### src/rtl/ascensor_planificador.sv
// ascensor_planificador: N-floor elevator controller with SCAN direction policy,
// door timer, motion watchdog and a latched fault state.
// Ports:
//   clk          system clock, rising edge
//   reset        synchronous, active-low reset
//   llamada      call buttons, one bit per floor (level-sampled)
//   sw_piso      floor limit switches, one-hot at a floor, zero between floors
//   motSube      motor up command (registered)
//   motBaja      motor down command (registered)
//   puerta       door open command (registered)
//   piso_actual  last floor whose switch was seen (registered)
//   pendientes   outstanding calls (registered)
//   falla        fault flag, latched until reset (registered)
module ascensor_planificador #(
    parameter int unsigned N_PISOS   = 4,
    parameter int unsigned T_PUERTA  = 20,
    parameter int unsigned T_TIMEOUT = 200,
    parameter int unsigned W_PISO    = 2
) (
    input  logic               clk,
    input  logic               reset,
    input  logic [N_PISOS-1:0] llamada,
    input  logic [N_PISOS-1:0] sw_piso,
    output logic               motSube,
    output logic               motBaja,
    output logic               puerta,
    output logic [W_PISO-1:0]  piso_actual,
    output logic [N_PISOS-1:0] pendientes,
    output logic               falla
);

    localparam int unsigned W_PTA = $clog2(T_PUERTA + 1);
    localparam int unsigned W_WD  = $clog2(T_TIMEOUT + 1);

    typedef enum logic [2:0] {
        ST_INIT     = 3'd0,
        ST_REPOSO   = 3'd1,
        ST_SUBIENDO = 3'd2,
        ST_BAJANDO  = 3'd3,
        ST_PUERTA   = 3'd4,
        ST_FALLA    = 3'd5
    } estado_t;

    typedef enum logic {
        DIR_UP   = 1'b0,
        DIR_DOWN = 1'b1
    } dir_t;

    estado_t            state_q, state_d;
    dir_t               dir_q, dir_d;
    logic [N_PISOS-1:0] pend_q, pend_d;
    logic [W_PISO-1:0]  piso_q, piso_d;
    logic [W_PTA-1:0]   cnt_q, cnt_d;
    logic [W_WD-1:0]    wd_q, wd_d;
    logic               mot_sube_q, mot_sube_d;
    logic               mot_baja_q, mot_baja_d;
    logic               puerta_q, puerta_d;
    logic               falla_q, falla_d;

    logic [W_PISO-1:0]  sw_idx_c;
    logic               sw_unico_c;
    logic               sw_multi_c;
    logic [N_PISOS-1:0] limpiar_c;
    logic [N_PISOS-1:0] absorber_c;
    logic [N_PISOS-1:0] delante_c;
    logic               extremo_c;

    // Floors strictly above / below floor p.
    function automatic logic [N_PISOS-1:0] mascara_arriba(input logic [W_PISO-1:0] p);
        logic [N_PISOS-1:0] m;
        for (int unsigned i = 0; i < N_PISOS; i++) begin
            m[i] = (W_PISO'(i) > p);
        end
        return m;
    endfunction

    function automatic logic [N_PISOS-1:0] mascara_abajo(input logic [W_PISO-1:0] p);
        logic [N_PISOS-1:0] m;
        for (int unsigned i = 0; i < N_PISOS; i++) begin
            m[i] = (W_PISO'(i) < p);
        end
        return m;
    endfunction

    // Limit-switch decode: index of the active switch and one-hot / multi-hot flags.
    always_comb begin
        sw_idx_c = '0;
        for (int unsigned i = 0; i < N_PISOS; i++) begin
            if (sw_piso[i]) begin
                sw_idx_c = W_PISO'(i);
            end
        end
        sw_multi_c = ((sw_piso & (sw_piso - N_PISOS'(1))) != '0);
        sw_unico_c = (sw_piso != '0) && !sw_multi_c;
    end

    // Next-state, counters, call register and registered-output values.
    always_comb begin
        state_d    = state_q;
        dir_d      = dir_q;
        piso_d     = piso_q;
        cnt_d      = cnt_q;
        wd_d       = wd_q;
        limpiar_c  = '0;
        absorber_c = '0;
        delante_c  = '0;
        extremo_c  = 1'b0;

        case (state_q)
            ST_INIT: begin
                if (sw_unico_c) begin
                    piso_d  = sw_idx_c;
                    wd_d    = '0;
                    state_d = ST_REPOSO;
                end else begin
                    // Homing downward, under the same watchdog as normal travel.
                    wd_d = wd_q + W_WD'(1);
                    if (wd_q == W_WD'(T_TIMEOUT - 1)) begin
                        state_d = ST_FALLA;
                    end
                end
            end

            ST_REPOSO: begin
                wd_d  = '0;
                cnt_d = '0;
                if (pend_q[piso_q]) begin
                    limpiar_c = N_PISOS'(1) << piso_q;
                    state_d   = ST_PUERTA;
                end else if (((pend_q & mascara_arriba(piso_q)) != '0) &&
                             ((dir_q == DIR_UP) || ((pend_q & mascara_abajo(piso_q)) == '0))) begin
                    dir_d   = DIR_UP;
                    state_d = ST_SUBIENDO;
                end else if ((pend_q & mascara_abajo(piso_q)) != '0) begin
                    dir_d   = DIR_DOWN;
                    state_d = ST_BAJANDO;
                end
            end

            ST_SUBIENDO, ST_BAJANDO: begin
                if (sw_unico_c && (sw_idx_c != piso_q)) begin
                    piso_d = sw_idx_c;
                    wd_d   = '0;
                    if (state_q == ST_SUBIENDO) begin
                        delante_c = pend_q & mascara_arriba(sw_idx_c);
                        extremo_c = (sw_idx_c == W_PISO'(N_PISOS - 1));
                    end else begin
                        delante_c = pend_q & mascara_abajo(sw_idx_c);
                        extremo_c = (sw_idx_c == '0);
                    end
                    if (pend_q[sw_idx_c]) begin
                        limpiar_c = N_PISOS'(1) << sw_idx_c;
                        cnt_d     = '0;
                        state_d   = ST_PUERTA;
                    end else if ((delante_c == '0) || extremo_c) begin
                        state_d = ST_REPOSO;
                    end
                end else begin
                    wd_d = wd_q + W_WD'(1);
                    if (wd_q == W_WD'(T_TIMEOUT - 1)) begin
                        state_d = ST_FALLA;
                    end
                end
            end

            ST_PUERTA: begin
                // On the closing cycle a call here is latched so REPOSO reopens the door.
                if (cnt_q == W_PTA'(T_PUERTA - 1)) begin
                    cnt_d   = '0;
                    state_d = ST_REPOSO;
                end else if (llamada[piso_q]) begin
                    absorber_c = N_PISOS'(1) << piso_q;
                    cnt_d      = '0;
                end else begin
                    cnt_d = cnt_q + W_PTA'(1);
                end
            end

            ST_FALLA: begin
                state_d = ST_FALLA;
            end

            default: begin
                state_d = ST_INIT;
            end
        endcase

        if (sw_multi_c) begin
            state_d = ST_FALLA;
        end

        if (state_q == ST_FALLA) begin
            pend_d = pend_q;
        end else begin
            pend_d = (pend_q | (llamada & ~absorber_c)) & ~limpiar_c;
        end

        mot_sube_d = (state_d == ST_SUBIENDO);
        mot_baja_d = (state_d == ST_BAJANDO) || (state_d == ST_INIT);
        puerta_d   = (state_d == ST_PUERTA);
        falla_d    = (state_d == ST_FALLA);
    end

    // State and output registers.
    always_ff @(posedge clk) begin
        if (!reset) begin
            state_q    <= ST_INIT;
            dir_q      <= DIR_UP;
            pend_q     <= '0;
            piso_q     <= '0;
            cnt_q      <= '0;
            wd_q       <= '0;
            mot_sube_q <= 1'b0;
            mot_baja_q <= 1'b0;
            puerta_q   <= 1'b0;
            falla_q    <= 1'b0;
        end else begin
            state_q    <= state_d;
            dir_q      <= dir_d;
            pend_q     <= pend_d;
            piso_q     <= piso_d;
            cnt_q      <= cnt_d;
            wd_q       <= wd_d;
            mot_sube_q <= mot_sube_d;
            mot_baja_q <= mot_baja_d;
            puerta_q   <= puerta_d;
            falla_q    <= falla_d;
        end
    end

    assign motSube     = mot_sube_q;
    assign motBaja     = mot_baja_q;
    assign puerta      = puerta_q;
    assign piso_actual = piso_q;
    assign pendientes  = pend_q;
    assign falla       = falla_q;

endmodule

### config.mk
export PLATFORM = sky130hd
export DESIGN_NAME = ascensor_planificador
export DESIGN_NICKNAME = d
export VERILOG_FILES = /design/src/rtl/ascensor_planificador.sv
export SDC_FILE = /design/constraint.sdc
export NUM_CORES = 1
export LEC_CHECK = 0
export ABC_AREA = 0
export CAP_MARGIN = 20
export CORE_ASPECT_RATIO = 1.75
export CORE_MARGIN = 10
export CORE_UTILIZATION = 50
export DETAILED_ROUTE_END_ITERATION = 10
export PLACE_DENSITY_LB_ADDON = 0.1
export SETUP_SLACK_MARGIN = 0.2
export SLEW_MARGIN = 20
export SYNTH_ARGS = -nofsm -noshare
export SYNTH_HDL_FRONTEND = slang
export SYNTH_SLANG_ARGS = --single-unit
### constraint.sdc
create_clock -name clk -period 6.55 [get_ports clk]
set_clock_uncertainty 0.15 [all_clocks]
set_input_delay 0.9825 -clock clk [delete_from_list [all_inputs] [get_ports clk]]
set_output_delay 0.9825 -clock clk [all_outputs]
set_load 0.01 [all_outputs]
==> metrics.md <==
| Metric | Value |
|---|---|
| Status | `completed` |
| CTS Buf Count | `3` |
| Vias in the first global route | `1726` |
| Clock latency on the worst-skew pair | `0.27 ns` |
| HPWL after DPL | `3.60 mm` |
| Synth Register Bits | `27` |
| Slew Limit Fails | `0` |
| Layout cells sized above 1 | `7.30%` |
| Initial antenna violation count | `0` |
| Synth cell types | `59` |
| DRT Pass-1 Iters | `4` |
| ANT cells | `0` |
| Routability cong. | `0.907` |
| Cell taking the most area after synthesis | `dfxtp_1` |
| Required time of the critical path | `6.61 ns` |
| Pin count of the biggest net entering global routing | `21` |
| RSZ-0062 raised after global routing | `false` |
| Synth Area in XOR/XNOR | `4.42%` |
| Register area share after synthesis | `30.3%` |
| Top FF cell, synth | `dfxtp_1` |
| R2r setup slk | `3.80 ns` |
| Fin nets | `246` |
| Critical path depth | `8` |
| Post-CTS Hold Buffers | `0` |
| R2r startpoint | `piso_actual[0]` |
| Die ar. | `0.00645 sq mm` |
| Die W | `65.1 microns` |
| Avg WL per Cell | `16.8 microns` |
| Number of synthesized flops with an enable pin | `0` |
| Sink Count | `27` |
| Max cap viols | `0` |
| Arrival time of the worst setup path | `3.55 ns` |
| Post-Synth Adder-Cell Area | `1.40%` |
| Final Hold Vio Count | `0` |
| Layout area overhead | `11.4%` |
| Slew headroom | `55.8%` |
| Placeable Area | `0.00340 sq mm` |
| Ranking of synthesized cells by area | `dfxtp_1 30%, nor2_1 6.3%, a21oi_1 5.6%, o21ai_0 4.5%, xor2_1 3.9%` |
| Placed cells | `274` |
| YS warnings | `0` |
| Most frequent cell after synthesis | `nor2_1` |
| Setup TNS after final layout | `0 ns` |
| First-pass GRT wire length | `8.08 mm` |
| Gr usage total | `15.0%` |
| Crit end category | `flip-flop` |
| Finished Layout Cells | `278` |
| Setup bufs post-CTS | `0` |
| Worst Tran Pin Value | `0.663 ns` |
| Min-delay src | `cnt_q[4]` |
| Via/cell ratio | `6.28` |
| GRT overflow | `0` |
| Clk root buf | `clkbuf_8` |
| Post-synth ARST share | `0%` |
| CTS tree | `yes` |
| Worst-path fanout max | `12` |
| Syn Inst Count | `220` |
| Critical path class | `input port to flip-flop` |
| Largest family of logic cells by synthesized area | `simple AND/OR/NAND/NOR gates` |
| WP buf/inv | `1` |
| DR vias | `1747` |
| Post-synth top area share | `30.3%` |
| Post-Synth Simple-Gate Area | `26.2%` |
| Fin crit share | `53.3%` |
| Fraction of the mapped netlist area in compound gates | `24.2%` |
| Hold path cells | `2` |
| Fmax | `286 MHz` |
| CTS resizes | `0` |
| Syn nets | `232` |
| Mapped cell area | `0.00178 sq mm` |
| I/O pins | `20` |
| Family with the most delay on the worst path | `compound AO/OA/AOI/OAI gates` |
| Remaining DRCs | `0` |
| Hold worst-path end | `cnt_q[4]` |
| Clock Path Buffers | `2` |
| Setup-failing EPs final | `0` |
| DRT iter0 DRCs | `98` |
| Worst path slowest cell | `clkdlybuf4s50_1` |
| Worst-path clk slew | `0.09 ns` |
| Starting Density | `52.5%` |
| Worst min path class | `flip-flop to flip-flop` |
| Synth cell count leaders | `30 x nor2_1, 27 x dfxtp_1, 20 x a21oi_1` |
| R2R depth | `7` |
| Crit-path cells | `clkdlybuf4s50_1 -> nor2_1 -> nand4b_1 -> o21ai_0 -> o211a_1 -> a211o_1 -> or4b_1 -> mux2i_1` |
| CP startpoint kind | `input port` |
| Total routed wirelength | `4.67 mm` |
| H-tree levels | `1` |
| Power Density | `191 mW/mm^2` |
| Worst vdd ir | `93.6 uV` |
| Mux share of post-synthesis cell area | `5.89%` |
| Worst path max stage delay | `0.74 ns` |
| Minimum clock period | `3.49 ns` |
| Reg2Reg Capture Point | `motBaja` |
| Number of core rows | `28` |
| IO Port Bufs | `19` |
| Leakage power | `0.730 nW` |
| Post-route ant nets | `0` |
| Syn_area_per_cell | `8.10 sq um` |
| Die Height | `99.0 microns` |
## per-layer routing
layer  vias up  GRT usage (%)  wire (microns)
met3        17           2.95             208
li1        828              -               -
met4         0           7.78             183
met1       828           14.9            1730
met5         -              0               0
met2        74           27.9            2550
## placed cells by master, fill, tap and decap left out, types with 3 or more instances in the layout
cell type,count
nor2_1,30
dfxtp_1,27
a21oi_1,20
clkdlybuf4s50_1,19
o21ai_0,16
inv_1,12
nand2_1,12
nor2b_1,8
xor2_1,8
nand3_1,6
nand2b_1,5
o21ai_1,4
nor3_1,3
mux2i_1,3
nand3b_1,3
a31oi_1,3
a311oi_1,3
clkbuf_8,3
## flip-flops by register name, indices dropped and copies added (netlist names)
name,count
cnt_q,5
dir_q,1
falla,1
motBaja,1
motSube,1
pendientes,4
piso_actual,2
puerta,1
state_q,3
wd_q,8
## metrics by stage
stage	util (%)	setup slack [ns]	hold WS, ns	area [sq um]	total power, W
final	58.5	3.06	0.361	1990	0.000380
after CTS	58.5	3.11	0.353	1990	0.000379
after global routing	58.5	2.83	0.389	1990	0.000398
after floorplan	-	3.68	0.308	1780	0.000258
after detailed placement	57.1	2.82	0.334	1940	0.000287
after global placement	57.1	2.94	0.320	1940	0.000284
## worst max-delay path by stage
stage	endpoint	startpoint	slack [ns]
2_1_floorplan	motBaja	sw_piso[1]	3.68
3_3_place_gp	motBaja	sw_piso[2]	2.94
3_5_place_dp	motBaja	sw_piso[2]	2.82
4_1_cts	motBaja	sw_piso[2]	3.11
5_1_grt	motBaja	sw_piso[2]	2.83
6_report	motBaja	sw_piso[3]	3.06
## power by group
part           internal, W  switching [W]  total [W]  leakage, nW
logic            0.0000433      0.0000492  0.0000926        0.483
clock network    0.0000427      0.0000525  0.0000952       0.0255
registers         0.000173      0.0000192   0.000192        0.221
total             0.000259       0.000121   0.000380        0.730
## cells by family after synthesis
| group | after synthesis |
|---|---|
| compound gates | 67 |
| xor+xnor | 9 |
| fa+ha+maj | 2 |
| buf+inv | 22 |
| flops | 27 |
| mux | 7 |
| simple gates | 86 |
## layout make-up
type / count / area, sq um
flip-flops and latches: 27 / 541
repair buffers: 19 / 190
fillers: 326 / 1410
clock inverters: 1 / 5.00
well taps: 45 / 56.3
multi-input cells: 171 / 1110
clock buffers: 3 / 41.3
inverters: 12 / 45.0
## worst reg2reg max path, cell delays in order (launching register included)
cell,delay [ns]
dfxtp_1,0.65
nand2b_1,0.30
a21oi_1,0.12
nor4_2,0.36
o32ai_1,0.14
a211o_1,0.33
or4b_1,0.50
mux2i_1,0.14
No activity file was read; power rests on OpenSTA's default activity.
